<file path="config.mk">
export PLATFORM = sky130hd
export DESIGN_NAME = mem_arb_flat
export DESIGN_NICKNAME = d
export VERILOG_FILES = /design/src/rtl/mem_arb_if.sv /design/src/rtl/mem_arb.sv /design/src/flat_wrapper.sv
export SDC_FILE = /design/constraint.sdc
export NUM_CORES = 1
export LEC_CHECK = 0
export ABC_AREA = 0
export BUFFER_PORTS_ARGS = -buffer_cell sky130_fd_sc_hd__buf_2
export CORE_AREA = 2 2 103 105
export DETAILED_ROUTE_END_ITERATION = 6
export DIE_AREA = 0 0 105 107
export PLACE_DENSITY_LB_ADDON = 0.3
export SLEW_MARGIN = 20
export SYNTH_ARGS = -nofsm -noshare
export SYNTH_HDL_FRONTEND = slang
export SYNTH_SLANG_ARGS = --single-unit
export TNS_END_PERCENT = 20
</file>
<file path="constraint.sdc">
create_clock -name clk -period 2.55 [get_ports clk]
set_clock_uncertainty 0.15 [all_clocks]
set_input_delay 0.51 -clock clk [delete_from_list [all_inputs] [get_ports clk]]
set_output_delay 0.51 -clock clk [all_outputs]
set_load 0.02 [all_outputs]
</file>
<file path="src/rtl/mem_arb_if.sv">
// rtl/mem_arb_if.sv - fetch/data request-response channels and shared memory port
interface mem_arb_if #(
    parameter int AW = 32,
    parameter int DW = 32
);
    logic          ireq_val;
    logic          ireq_rdy;
    logic [AW-1:0] ireq_addr;
    logic          iresp_val;
    logic          iresp_rdy;
    logic [DW-1:0] iresp_data;

    logic          dreq_val;
    logic          dreq_rdy;
    logic          dreq_type;
    logic [AW-1:0] dreq_addr;
    logic [DW-1:0] dreq_wdata;
    logic          dresp_val;
    logic          dresp_rdy;
    logic [DW-1:0] dresp_data;

    logic          memreq_val;
    logic          memreq_type;
    logic [AW-1:0] memreq_addr;
    logic [DW-1:0] memreq_wdata;
    logic [DW-1:0] memresp_data;

    modport slave (
        input  ireq_val, ireq_addr, iresp_rdy,
        input  dreq_val, dreq_type, dreq_addr, dreq_wdata, dresp_rdy,
        input  memresp_data,
        output ireq_rdy, iresp_val, iresp_data,
        output dreq_rdy, dresp_val, dresp_data,
        output memreq_val, memreq_type, memreq_addr, memreq_wdata
    );

    modport master (
        output ireq_val, ireq_addr, iresp_rdy,
        output dreq_val, dreq_type, dreq_addr, dreq_wdata, dresp_rdy,
        output memresp_data,
        input  ireq_rdy, iresp_val, iresp_data,
        input  dreq_rdy, dresp_val, dresp_data,
        input  memreq_val, memreq_type, memreq_addr, memreq_wdata
    );
endinterface

</file>
<file path="src/rtl/mem_arb.sv">
// rtl/mem_arb.sv - round-robin arbiter of fetch and data requesters onto one single-port memory
module mem_arb #(
    parameter int AW = 32,
    parameter int DW = 32
) (
    input  logic     clk,
    input  logic     rst,
    mem_arb_if.slave bus
);
    localparam logic [1:0] S_IDLE = 2'd0;
    localparam logic [1:0] S_WAIT = 2'd1;
    localparam logic [1:0] S_HOLD = 2'd2;
    localparam logic       OWN_I  = 1'b0;
    localparam logic       OWN_D  = 1'b1;

    logic [1:0]    r_state;
    logic          r_last;
    logic          r_owner;
    logic          r_wr;
    logic [DW-1:0] r_buf;

    logic          w_idle;
    logic          w_busy;
    logic          w_grant_i;
    logic          w_grant_d;
    logic          w_own_rdy;
    logic [DW-1:0] w_resp_data;
    logic [AW-1:0] w_mem_addr;

    // Grants are also suppressed while rst is high so no handshake can complete under reset.
    assign w_idle    = (r_state == S_IDLE) && !rst;
    assign w_busy    = (r_state == S_WAIT) || (r_state == S_HOLD);
    assign w_grant_i = w_idle && bus.ireq_val && (!bus.dreq_val || (r_last == OWN_D));
    assign w_grant_d = w_idle && bus.dreq_val && !w_grant_i;

    assign w_mem_addr = w_grant_i ? bus.ireq_addr :
                        w_grant_d ? bus.dreq_addr : '0;

    assign bus.ireq_rdy     = w_grant_i;
    assign bus.dreq_rdy     = w_grant_d;
    assign bus.memreq_val   = w_grant_i || w_grant_d;
    assign bus.memreq_type  = w_grant_d && bus.dreq_type;
    assign bus.memreq_addr  = w_mem_addr;
    assign bus.memreq_wdata = w_grant_d ? bus.dreq_wdata : '0;

    // Memory data is only live in WAIT; HOLD replays the captured copy.
    assign w_resp_data = (r_state == S_HOLD) ? r_buf :
                         r_wr                ? '0    : bus.memresp_data;
    assign w_own_rdy   = (r_owner == OWN_D) ? bus.dresp_rdy : bus.iresp_rdy;

    assign bus.iresp_val  = w_busy && (r_owner == OWN_I);
    assign bus.dresp_val  = w_busy && (r_owner == OWN_D);
    assign bus.iresp_data = bus.iresp_val ? w_resp_data : '0;
    assign bus.dresp_data = bus.dresp_val ? w_resp_data : '0;

    always_ff @(posedge clk or posedge rst) begin
        if (rst) begin
            r_state <= S_IDLE;
            r_last  <= OWN_D;
            r_owner <= OWN_I;
            r_wr    <= 1'b0;
            r_buf   <= '0;
        end else begin
            case (r_state)
                S_IDLE: begin
                    if (w_grant_i || w_grant_d) begin
                        r_state <= S_WAIT;
                        r_owner <= w_grant_d;
                        r_last  <= w_grant_d;
                        r_wr    <= w_grant_d && bus.dreq_type;
                    end
                end
                S_WAIT: begin
                    if (w_own_rdy) begin
                        r_state <= S_IDLE;
                    end else begin
                        r_buf   <= w_resp_data;
                        r_state <= S_HOLD;
                    end
                end
                S_HOLD: begin
                    if (w_own_rdy) begin
                        r_state <= S_IDLE;
                    end
                end
                default: r_state <= S_IDLE;
            endcase
        end
    end
endmodule

</file>
<file path="src/flat_wrapper.sv">
// flat-port wrapper written by rule: the top's interface ports become plain ports
module mem_arb_flat 
#(
    parameter int AW = 32,
    parameter int DW = 32
)
  (clk, rst, bus_ireq_val, bus_ireq_addr, bus_iresp_rdy, bus_dreq_val, bus_dreq_type, bus_dreq_addr, bus_dreq_wdata, bus_dresp_rdy, bus_memresp_data, bus_ireq_rdy, bus_iresp_val, bus_iresp_data, bus_dreq_rdy, bus_dresp_val, bus_dresp_data, bus_memreq_val, bus_memreq_type, bus_memreq_addr, bus_memreq_wdata);
  mem_arb_if #(.AW(AW), .DW(DW)) bus_i ();
  input  logic clk;
  input  logic rst;
  input wire logic [$bits(bus_i.ireq_val)-1:0] bus_ireq_val;
  input wire logic [$bits(bus_i.ireq_addr)-1:0] bus_ireq_addr;
  input wire logic [$bits(bus_i.iresp_rdy)-1:0] bus_iresp_rdy;
  input wire logic [$bits(bus_i.dreq_val)-1:0] bus_dreq_val;
  input wire logic [$bits(bus_i.dreq_type)-1:0] bus_dreq_type;
  input wire logic [$bits(bus_i.dreq_addr)-1:0] bus_dreq_addr;
  input wire logic [$bits(bus_i.dreq_wdata)-1:0] bus_dreq_wdata;
  input wire logic [$bits(bus_i.dresp_rdy)-1:0] bus_dresp_rdy;
  input wire logic [$bits(bus_i.memresp_data)-1:0] bus_memresp_data;
  output wire logic [$bits(bus_i.ireq_rdy)-1:0] bus_ireq_rdy;
  output wire logic [$bits(bus_i.iresp_val)-1:0] bus_iresp_val;
  output wire logic [$bits(bus_i.iresp_data)-1:0] bus_iresp_data;
  output wire logic [$bits(bus_i.dreq_rdy)-1:0] bus_dreq_rdy;
  output wire logic [$bits(bus_i.dresp_val)-1:0] bus_dresp_val;
  output wire logic [$bits(bus_i.dresp_data)-1:0] bus_dresp_data;
  output wire logic [$bits(bus_i.memreq_val)-1:0] bus_memreq_val;
  output wire logic [$bits(bus_i.memreq_type)-1:0] bus_memreq_type;
  output wire logic [$bits(bus_i.memreq_addr)-1:0] bus_memreq_addr;
  output wire logic [$bits(bus_i.memreq_wdata)-1:0] bus_memreq_wdata;
  assign bus_i.ireq_val = bus_ireq_val;
  assign bus_i.ireq_addr = bus_ireq_addr;
  assign bus_i.iresp_rdy = bus_iresp_rdy;
  assign bus_i.dreq_val = bus_dreq_val;
  assign bus_i.dreq_type = bus_dreq_type;
  assign bus_i.dreq_addr = bus_dreq_addr;
  assign bus_i.dreq_wdata = bus_dreq_wdata;
  assign bus_i.dresp_rdy = bus_dresp_rdy;
  assign bus_i.memresp_data = bus_memresp_data;
  assign bus_ireq_rdy = bus_i.ireq_rdy;
  assign bus_iresp_val = bus_i.iresp_val;
  assign bus_iresp_data = bus_i.iresp_data;
  assign bus_dreq_rdy = bus_i.dreq_rdy;
  assign bus_dresp_val = bus_i.dresp_val;
  assign bus_dresp_data = bus_i.dresp_data;
  assign bus_memreq_val = bus_i.memreq_val;
  assign bus_memreq_type = bus_i.memreq_type;
  assign bus_memreq_addr = bus_i.memreq_addr;
  assign bus_memreq_wdata = bus_i.memreq_wdata;
  mem_arb #(.AW(AW), .DW(DW)) u_core (.clk(clk), .rst(rst), .bus(bus_i));
endmodule
</file>
==> key figures <==
Clocking
  • CTS max path bufs: 2
  • TritonCTS clock tree: yes
  • Root buffer cell: sky130_fd_sc_hd__clkbuf_8
  • Clock Sinks: 37
  • Clock transition at the registers of the reported paths: 0.07 ns
  • Num CTS Buffers: 5
  • Latest clock arrival within the worst-skew pair: 0.28 ns
  • Hold-fix buffers, CTS: 0
  • H-Tree Level Count: 2

STA
  • Max frequency: 391 MHz
  • Sum of negative setup slack: -0.0126 ns
  • Measured slew at the worst slew-check pin: 0.474 ns
  • Hold Fails Final Rpt: 0
  • PnR worst setup slack: -0.00647 ns
  • Headroom to the max-slew limit: 68.4%
  • Final setup violation count: 3
  • Post-layout minimum cycle time: 2.56 ns
  • Fin. max-slew vios: 0
  • Unrepaired setup endpoints after global routing: yes
  • Post-route worst hold slack: 0.212 ns
  • Ratio of final minimum period to clock period: 100%

Power and ir drop
  • Tot Pwr: 5.07 mW
  • Maximum ir drop on the vdd rail: 0.000427 V
  • Pwr per Cell Area: 975 nW/um^2
  • Static leakage: 2.88 nW

Floorplan
  • Horiz. Die Dim: 105 um
  • Number of top-level design ports: 269
  • Cell row count: 37
  • Die Outline Area: 11200 sq um
  • Starting Density: 29.7%
  • Core footprint: 10100 sq um
  • DIE HEIGHT: 107 um

Detailed routing
  • Via total after detailed routing: 3412
  • Total wire length: 11.3 mm
  • DRC violations left: 0
  • First-pass DRT Iterations: 4
  • Antenna violation net count after detailed routing: 0
  • Routed vias/inst: 4.64
  • Routed WL per cell: 15.3 um
  • Number of violations reported at the end of detailed-routing iteration 0: 112

Synthesis
  • Sequential-to-total area share from yosys stat: 30.9%
  • Syn Nets: 458
  • Syn Std Cell Area: 3000 sq um
  • Average size of a mapped cell: 9.40 sq um
  • Synthesis-stage register bit count: 37
  • Count of cell types in the netlist: 24
  • Count of mapped cells out of synthesis: 319
  • Number of warnings printed during yosys synthesis: 0

Final layout
  • Leading cell types in the layout, fill and taps excluded: 209 x sky130_fd_sc_hd__buf_2, 64 x sky130_fd_sc_hd__nor2_1, 45 x sky130_fd_sc_hd__buf_4
  • Summed area of non-filler cells in the final layout: 5200 sq um
  • Fraction of final layout cells with drive strength greater than 1: 60.6%
  • Most frequent standard cell in the layout excluding fill and tap cells: sky130_fd_sc_hd__buf_2
  • Diode count: 0
  • Final Net Count: 737
  • Count of filler cells inserted in the layout: 1023
  • Sequential cell area: 928 sq um
  • Area growth from synthesis to final layout: 73.6%
  • Post-route core utilization: 51.6%
  • Combined area of the multi-input logic cells: 1970 sq um

Placed design
  • Placed standard-cell area: 4510 sq um
  • Placer congestion estimate: 0.798
  • Post-DP HPWL: 8.40 mm
  • IO buf count: 268

Global route
  • Vias in the first global route: 3300
  • Number of antenna violations at the first check in global routing: 0
  • GRT Resource Usage Total: 18.0%
  • Pin count of the biggest net entering global routing: 39
  • First-pass GRT wire length: 16.2 mm
  • GRT Residual Overflow: 0

Worst setup path
  • Data arrival time of the critical path: 1.90 ns
  • Worst-path maximum fanout: 10
  • Critical path launch point type: flip-flop
  • Category of the worst setup path capture point: primary output
  • Required time at the worst-slack endpoint: 1.89 ns
  • Critical path start-end classification: flip-flop to primary output

Outcome
  • Violated checks: setup timing
  • Outcome: finished with violations

Min path
  • Hold Path Class: input pin to async pin

Job
  • Max-capacitance violation count: 0
-- layer usage --
metal / global-route usage [%] / up-vias / part of all wire, %
met1: 19.4 / 1612 / 37
met5: 0 / - / 0
met3: 5.41 / 14 / 8.1
met4: 5.24 / 0 / 1.4
li1: - / 1638 / -
met2: 34.0 / 148 / 54
-- synth_stat cells --
| cell | count | area [sq um] |
|---|---|---|
| sky130_fd_sc_hd__buf_2 | 12 | 60.1 |
| sky130_fd_sc_hd__mux2_4 | 29 | 435 |
| sky130_fd_sc_hd__mux2_2 | 4 | 45.0 |
| sky130_fd_sc_hd__dfstp_2 | 1 | 26.3 |
| sky130_fd_sc_hd__o21ai_0 | 1 | 5.00 |
| sky130_fd_sc_hd__buf_4 | 2 | 15.0 |
| sky130_fd_sc_hd__and3_1 | 2 | 12.5 |
| sky130_fd_sc_hd__nand3b_2 | 1 | 11.3 |
| sky130_fd_sc_hd__dfrtp_1 | 36 | 901 |
| sky130_fd_sc_hd__mux2i_1 | 33 | 330 |
| sky130_fd_sc_hd__a22o_1 | 33 | 289 |
| sky130_fd_sc_hd__a22oi_1 | 1 | 7.51 |
| sky130_fd_sc_hd__o21bai_1 | 1 | 7.51 |
| sky130_fd_sc_hd__nand2b_1 | 2 | 12.5 |
| sky130_fd_sc_hd__clkbuf_1 | 12 | 45.0 |
| sky130_fd_sc_hd__a21o_1 | 2 | 15.0 |
| sky130_fd_sc_hd__nor2b_1 | 33 | 206 |
| sky130_fd_sc_hd__buf_6 | 3 | 33.8 |
| sky130_fd_sc_hd__nand2_1 | 2 | 7.51 |
| sky130_fd_sc_hd__and2_1 | 34 | 213 |
| sky130_fd_sc_hd__nor2_1 | 64 | 240 |
| sky130_fd_sc_hd__inv_1 | 6 | 22.5 |
| sky130_fd_sc_hd__o22ai_1 | 1 | 6.26 |
| sky130_fd_sc_hd__ha_1 | 4 | 50.1 |
-- sequential cells by signal, summed over array words and instances, names as in the netlist --
name and count:
u_core.r_buf 32, u_core.r_last 1, u_core.r_owner 1, u_core.r_state 2, u_core.r_wr 1
-- timing repair --
action	in CTS	in global routing
resized for setup	25	97
setup buffers	1	14
gates cloned	1	5
pin swaps	1	9
setup endpoints to repair	118	118
-- report_power, final --
part | leakage (nW) | total (mW) | internal [mW] | switching [mW]
registers | 0.453 | 1.07 | 0.881 | 0.187
clock network | 0.0450 | 0.391 | 0.189 | 0.202
logic | 2.38 | 3.62 | 1.70 | 1.91
-- worst paths after layout --
kind                                         from                   end  slack (ns)  cells after the start
worst min register to register   u_core.r_buf[23]      u_core.r_buf[23]        0.36                      1
worst min-delay path                          rst       u_core.r_buf[6]        0.21                      3
worst max-delay path            u_core.r_state[1]  bus_memreq_wdata[13]      -0.006                      8
max in group asynchronous                     rst           u_core.r_wr        1.69                      3
min in group clk                    bus_dreq_type           u_core.r_wr        0.34                      2
worst max register to register  u_core.r_state[0]       u_core.r_buf[7]        0.44                      7
-- layout make-up --
type / count / area share [%]
Clock buffer: 6 / 1.39
Clock inverter: 2 / 0.192
Inverter: 6 / 0.433
Multi-Input combinational cell: 247 / 37.9
Sequential cell: 37 / 17.8
Tap cell: 136 / 3.27
Timing Repair Buffer: 301 / 39.0
-- critical path, stage by stage, from the launching register on --
cell and delay [ns]:
sky130_fd_sc_hd__dfrtp_1 0.40, sky130_fd_sc_hd__inv_2 0.10, sky130_fd_sc_hd__ha_4 0.14, sky130_fd_sc_hd__nor2b_4 0.15, sky130_fd_sc_hd__and3_4 0.25, sky130_fd_sc_hd__buf_6 0.14, sky130_fd_sc_hd__clkbuf_16 0.15, sky130_fd_sc_hd__and2_1 0.14
sky130_fd_sc_hd__buf_4 0.14
-- stage by stage --
| step | setup WS, ns | instances |
|---|---|---|
| 3_5_place_dp | 0.168 | 706 |
| 2_1_floorplan | 0.271 | 319 |
| 4_1_cts | -0.0440 | 716 |
| 6_report | -0.00647 | 735 |
| 3_3_place_gp | 0.253 | 706 |
| 5_1_grt | -0.0836 | 735 |
-- cell families after synthesis --
kind of cell,synth area share [%]
adders and majority gates,1.67
AOI/OAI and AO/OA,11.0
and+or+nand+nor,23.5
buffers and inverters,5.88
DFF,30.9
muxes,27.0
(Power assumes the default switching activity.)
